<file path="src/rtl/imem_loader.sv">
// Writable instruction memory filled by a big-endian byte-stream loader; combinational CPU fetch port.
// Optional IMEM_CHECKSUM_EN adds a trailing mod-256 checksum byte to the load frame.
module imem_loader #(
    parameter int unsigned DEPTH_WORDS = 64,
    parameter int unsigned ADDR_W      = $clog2(DEPTH_WORDS)
) (
    input  logic        clk,
    input  logic        rst,
    input  logic        load_req,
    input  logic [7:0]  s_data,
    input  logic        s_valid,
    output logic        s_ready,
    output logic        busy,
    output logic        cpu_hold,
    output logic        done,
    output logic        err,
    input  logic [31:0] addr,
    output logic [31:0] val
);

    localparam int unsigned PTR_W     = ADDR_W + 1;
    localparam logic [31:0] BYTE_SPAN = 32'(DEPTH_WORDS * 4);

    typedef enum logic [2:0] {
        S_IDLE,
        S_LEN_HI,
        S_LEN_LO,
        S_DATA,
        S_CSUM
    } state_t;

    state_t             state;
    logic [7:0]         len_hi;
    logic [PTR_W-1:0]   nwords;
    logic [PTR_W-1:0]   ptr;
    logic [1:0]         bcnt;
    logic [23:0]        word_sr;
    logic [31:0]        mem [DEPTH_WORDS];

    logic               acc_c;
    logic               wr_en_c;
    logic [31:0]        wr_word_c;
    logic [15:0]        len_c;
    logic               last_word_c;
    logic [ADDR_W-1:0]  rd_idx_c;

    assign acc_c       = s_valid && s_ready;
    assign wr_en_c     = (state == S_DATA) && acc_c && (bcnt == 2'd3);
    assign wr_word_c   = {word_sr, s_data};
    assign len_c       = {len_hi, s_data};
    assign last_word_c = (PTR_W'(ptr + PTR_W'(1)) == nwords);
    assign cpu_hold    = busy;

`ifdef IMEM_CHECKSUM_EN
    logic [7:0] csum;
    logic [7:0] csum_next_c;
    assign csum_next_c = 8'(csum + s_data);
`endif

    // Load sequencer; s_ready/busy follow state so they are only updated on transitions
    always_ff @(posedge clk or posedge rst) begin
        if (rst) begin
            state   <= S_IDLE;
            len_hi  <= 8'd0;
            nwords  <= '0;
            ptr     <= '0;
            bcnt    <= 2'd0;
            word_sr <= 24'd0;
            s_ready <= 1'b0;
            busy    <= 1'b0;
            done    <= 1'b0;
            err     <= 1'b0;
`ifdef IMEM_CHECKSUM_EN
            csum    <= 8'd0;
`endif
        end else begin
            done <= 1'b0;
            case (state)
                S_IDLE: begin
                    if (load_req) begin
                        state   <= S_LEN_HI;
                        s_ready <= 1'b1;
                        busy    <= 1'b1;
                        err     <= 1'b0;
                        ptr     <= '0;
                        bcnt    <= 2'd0;
`ifdef IMEM_CHECKSUM_EN
                        csum    <= 8'd0;
`endif
                    end
                end
                S_LEN_HI: begin
                    if (acc_c) begin
                        len_hi <= s_data;
                        state  <= S_LEN_LO;
                    end
                end
                S_LEN_LO: begin
                    if (acc_c) begin
                        if (len_c == 16'd0) begin
                            state   <= S_IDLE;
                            s_ready <= 1'b0;
                            busy    <= 1'b0;
                            done    <= 1'b1;
                        end else if (32'(len_c) > 32'(DEPTH_WORDS)) begin
                            state   <= S_IDLE;
                            s_ready <= 1'b0;
                            busy    <= 1'b0;
                            err     <= 1'b1;
                        end else begin
                            nwords <= PTR_W'(len_c);
                            state  <= S_DATA;
                        end
                    end
                end
                S_DATA: begin
                    if (acc_c) begin
`ifdef IMEM_CHECKSUM_EN
                        csum <= csum_next_c;
`endif
                        bcnt <= 2'(bcnt + 2'd1);
                        if (bcnt != 2'd3) begin
                            word_sr <= {word_sr[15:0], s_data};
                        end else begin
                            ptr <= PTR_W'(ptr + PTR_W'(1));
                            if (last_word_c) begin
`ifdef IMEM_CHECKSUM_EN
                                state <= S_CSUM;
`else
                                state   <= S_IDLE;
                                s_ready <= 1'b0;
                                busy    <= 1'b0;
                                done    <= 1'b1;
`endif
                            end
                        end
                    end
                end
`ifdef IMEM_CHECKSUM_EN
                S_CSUM: begin
                    if (acc_c) begin
                        state   <= S_IDLE;
                        s_ready <= 1'b0;
                        busy    <= 1'b0;
                        if (s_data == csum) begin
                            done <= 1'b1;
                        end else begin
                            err <= 1'b1;
                        end
                    end
                end
`endif
                default: begin
                    state   <= S_IDLE;
                    s_ready <= 1'b0;
                    busy    <= 1'b0;
                end
            endcase
        end
    end

    // Word store; reset clears the whole program image
    always_ff @(posedge clk or posedge rst) begin
        if (rst) begin
            for (int i = 0; i < int'(DEPTH_WORDS); i++) begin
                mem[i] <= 32'd0;
            end
        end else if (wr_en_c) begin
            mem[ptr[ADDR_W-1:0]] <= wr_word_c;
        end
    end

    assign rd_idx_c = addr[ADDR_W+1:2];
    assign val      = (addr < BYTE_SPAN) ? mem[rd_idx_c] : 32'd0;

endmodule

</file>
<file path="config.mk">
export PLATFORM = sky130hd
export DESIGN_NAME = imem_loader
export DESIGN_NICKNAME = d
export VERILOG_FILES = /design/src/rtl/imem_loader.sv
export SDC_FILE = /design/constraint.sdc
export NUM_CORES = 2
export LEC_CHECK = 0
export BUFFER_PORTS_ARGS = -buffer_cell sky130_fd_sc_hd__buf_2
export CELL_PAD_IN_SITES_DETAIL_PLACEMENT = 1
export CELL_PAD_IN_SITES_GLOBAL_PLACEMENT = 1
export CORE_MARGIN = 2
export CORE_UTILIZATION = 55
export CTS_CLUSTER_DIAMETER = 50
export CTS_CLUSTER_SIZE = 40
export DETAILED_ROUTE_END_ITERATION = 6
export PLACE_DENSITY = 0.8
export SETUP_SLACK_MARGIN = 0.1
export SYNTH_ARGS = -nofsm -noshare
export SYNTH_HDL_FRONTEND = slang
export SYNTH_SLANG_ARGS = --single-unit
</file>
<file path="constraint.sdc">
create_clock -name clk -period 88.6 [get_ports clk]
set_clock_uncertainty 0.2 [all_clocks]
set_input_delay 13.29 -clock clk [delete_from_list [all_inputs] [get_ports clk]]
set_output_delay 13.29 -clock clk [all_outputs]
set_load 0.02 [all_outputs]
</file>
==> flow_metrics.env <==
export IMPL_gp_congestion=0.797
export IMPL_synth_common_cells="dfrtp_1 (2101), mux2_2 (2097), mux4_2 (495), clkbuf_1 (274), buf_2 (171)"
export IMPL_switchingPower_uw=603
export IMPL_path_class="in -> out"
export IMPL_die_h_um=422
export IMPL_critical_path_cell_count=11
export IMPL_areaGrowthSynthToFinish_pct=8.24
export IMPL_rows=153
export IMPL_end_kind="output pin"
export IMPL_syn_area_per_cell_um2=15.8
export IMPL_synth_top_area_share_pct=54.8
export IMPL_p_per_area_nw_per_um2=19.7
export IMPL_synth_mux_area_share_pct=38.1
export IMPL_wire_per_inst_um=34.0
export IMPL_maxCapViolCount=0
export IMPL_grt_pass1_vias=60900
export IMPL_num_antenna_cells=0
export IMPL_synth_adder_area_share_pct=0.0261
export IMPL_status="complete, no violations"
export IMPL_cts_setup_buffers=0
export IMPL_fin_tns_setup_ns=0
export IMPL_cts_buffers=173
export IMPL_clk_path_buf_depth=3
export IMPL_ctsHtreeMaxLevel=4
export IMPL_die_w_um=422
export IMPL_critPathLaunchType="input port"
export IMPL_synth_top_family_by_area="multiplexers"
export IMPL_required_ns=75.11
export IMPL_drt_total_wl_um=283000
export IMPL_cp_arrival_ns=18.80
export IMPL_critPathBufInv=6
export IMPL_top_usage_layer="met2"
export IMPL_vias=55800
export IMPL_startpoint="addr[2]"
export IMPL_p_seq_share_pct=52.3
export IMPL_dpl_hpwl_um=158000
export IMPL_dieArea_um2=178000
export IMPL_synth_seq_area_share_pct=54.8
export IMPL_final_area_um2=104000
export IMPL_drt_pass1_iter_count=6
export IMPL_max_freq_mhz=31.0
export IMPL_crit_path_max_fanout=48
export IMPL_synth_area_leader_cell="dfrtp_1"
export IMPL_drtAntennaViolNets=0
export IMPL_synth_most_common_cell="dfrtp_1"
export IMPL_synth_compound_area_share_pct=1.93
export IMPL_grt_pass1_wl_um=420000
export IMPL_fin_util_pct=59.8
export IMPL_cts_hold_repair_buffers=0
export IMPL_nets=5914
export IMPL_clock_power_share_pct=41.1
export IMPL_synthesis_nets=6118
export IMPL_cp_top_family="buffers and inverters"
export IMPL_cts_tree="yes"
export IMPL_yosys_area_share_simple_pct=1.66
export IMPL_synth_enable_flop_cells=0
export IMPL_insertion_delay_ns=0.87
export IMPL_hold_ws_ns=0.301
export IMPL_r2r_start="busy"
export IMPL_via_per_inst=6.68
export IMPL_rsz0062_at_grt="no"
export IMPL_netlist_area_um2=95900
export IMPL_peakVddDrop_uv=17.0
export IMPL_power_leakage_uw=0.0511
export IMPL_hold_viol_final=0
export IMPL_clk_pin_slew_worst_paths_ns=0.07
export IMPL_slew_violations=0
export IMPL_synthXorXnorAreaFrac_pct=0.0965
export IMPL_clock_sinks=2101
export IMPL_synth_cells=6072
export IMPL_gr_usage_met2_pct=52.6
export IMPL_async_flop_share_pct=100
export IMPL_drive_gt1_share_pct=54.2
export IMPL_worstHoldStart="mem[1171]"
export IMPL_p_sw_share_pct=29.5
export IMPL_max_stage_delay_ns=0.73
export IMPL_finalCritPeriodShare_pct=36.4
export IMPL_use_met3_pct=5.48
export IMPL_initial_core_util_pct=55.3
export IMPL_drcViolationCount=0
export IMPL_relSlewSlack_pct=10.9
export IMPL_fp_coreArea_um2=174000
export IMPL_cts_root_buf="clkbuf_16"
export IMPL_yosys_warnings=0
export IMPL_cpMostUsedCell="buf_4"
export IMPL_io_pins=81
export IMPL_crit_path_top_delay_cell="buf_4"
export IMPL_intPower_uw=1440
export IMPL_placed_cell_area_um2=97700
export IMPL_whs_path_depth=1
export IMPL_synth_flop_cell="dfrtp_1"
export IMPL_drtIter0Drc=4782
export IMPL_period_needed_ns=32.29
export IMPL_cp_cell_sequence="buf_8 -> buf_4 -> buf_4 -> buf_4 -> buf_4 -> mux2i_1 -> a221oi_1 -> o21ai_0 -> a31oi_1 -> a221o_1 -> buf_2"
export IMPL_ys_types=73
export IMPL_synthTopCellsByArea="dfrtp_1 (55%), mux2_2 (25%), mux4_2 (12%), mux2i_1 (1.3%), clkbuf_1 (1.1%)"
export IMPL_p_comb_share_pct=6.5
export IMPL_r2r_cells=7
export IMPL_synth_seq_cells=2101
export IMPL_cts_resized=0
export IMPL_grt_total_usage_pct=32.2
export IMPL_antenna_found_initial=8
export IMPL_setup_violations=0
export IMPL_io_buffers=78
export IMPL_grt_ovfl_total=0
export IMPL_tightest_slew_ns=1.32
export IMPL_grt_max_degree=178
export IMPL_met1_usage_pct=42.5
export IMPL_hp_class="reg -> reg"
-- state kept, by name, summed over array words and instances, names as in the netlist --
name,count
word_sr,24
err,1
bcnt,2
busy,1
mem,2048
nwords,7
state,2
done,1
len_hi,8
ptr,7
-- layer usage --
layer | up-vias | share of wire [%]
met3 | 621 | 6.0
li1 | 22200 | -
met2 | 1835 | 49
met4 | 6 | 4.9
met5 | - | 0.012
met1 | 31100 | 40
-- worst register-to-register path, stage by stage (launching register included) --
cell and delay [ns]:
dfrtp_1 0.58, and4_4 0.34, nand2_2 0.23, nor2_2 0.27
nand3_1 0.65, nor4_4 0.36, buf_4 0.72, mux2_2 0.46
-- area by class of cell --
cell class,instances,area [um^2]
Clock buffer,188,4500
Timing Repair Buffer,235,1670
Clock inverter,136,1700
Sequential cell,2101,52600
Inverter,13,63.8
Tap cell,2325,2910
Multi-Input combinational cell,3344,40400
Fill cell,15200,69800
-- metrics by stage --
stage / setup slack, ns / total power [uW] / instances
6_report: 56.31 / 2040 / 8342
3_5_place_dp: 56.18 / 1220 / 8018
3_3_place_gp: 56.28 / 1210 / 8018
2_1_floorplan: 15.76 / 1150 / 6072
5_1_grt: 55.86 / 2100 / 8342
4_1_cts: 56.19 / 2050 / 8342
-- power by group through the flow --
stage | clock, uW | sequential, uW | combinational (uW)
2_1_floorplan | 0 | 1000 | 149
3_3_place_gp | 0 | 1080 | 129
3_5_place_dp | 0 | 1080 | 133
4_1_cts | 851 | 1070 | 134
5_1_grt | 888 | 1070 | 142
6_report | 839 | 1070 | 133
-- cell usage in the layout, fill, tap and decap left out, types with 13 or more instances in the layout --
| cell | netlist | routed |
|---|---|---|
| a21oi_1 | 37 | 37 |
| a221o_1 | 22 | 22 |
| a221oi_1 | 39 | 39 |
| a22oi_1 | 30 | 30 |
| buf_2 | 171 | 73 |
| buf_4 | 26 | 154 |
| clkbuf_16 | 0 | 174 |
| clkinv_8 | 0 | 21 |
| clkinvlp_4 | 0 | 13 |
| dfrtp_1 | 2101 | 2077 |
| dfrtp_2 | 0 | 24 |
| inv_6 | 0 | 37 |
| inv_8 | 0 | 27 |
| mux2_2 | 2097 | 2097 |
| mux2i_1 | 128 | 128 |
| mux4_1 | 20 | 20 |
| mux4_2 | 495 | 495 |
| nand2_1 | 123 | 73 |
| nand2_2 | 1 | 48 |
| nand3_1 | 49 | 48 |
| nor2_1 | 76 | 61 |
| nor3_1 | 24 | 24 |
| nor4_1 | 15 | 13 |
| o21ai_0 | 40 | 40 |
| o22ai_1 | 14 | 14 |
-- logic make-up (layout without fill, tap and decap cells) --
| family | count (synthesis) | after routing |
|---|---|---|
| multiplexers | 2740 | 2740 |
| flip-flops | 2101 | 2101 |
| adder cells (fa/ha/maj) | 2 | 2 |
| AND/OR/NAND/NOR | 340 | 340 |
| AO/OA/AOI/OAI | 253 | 253 |
| XOR/XNOR | 9 | 9 |
| buffers and inverters | 627 | 572 |
-- final timing paths --
kind	slack [ns]	end
hold / removal	0.30	mem[1171]
max in group asynchronous	70.07	mem[1654]
min in group asynchronous	12.42	mem[517]
setup reg to reg	84.65	mem[1773]
hold reg to reg	0.30	mem[1171]
setup / recovery	56.31	val[15]
(Power assumes the default switching activity.)
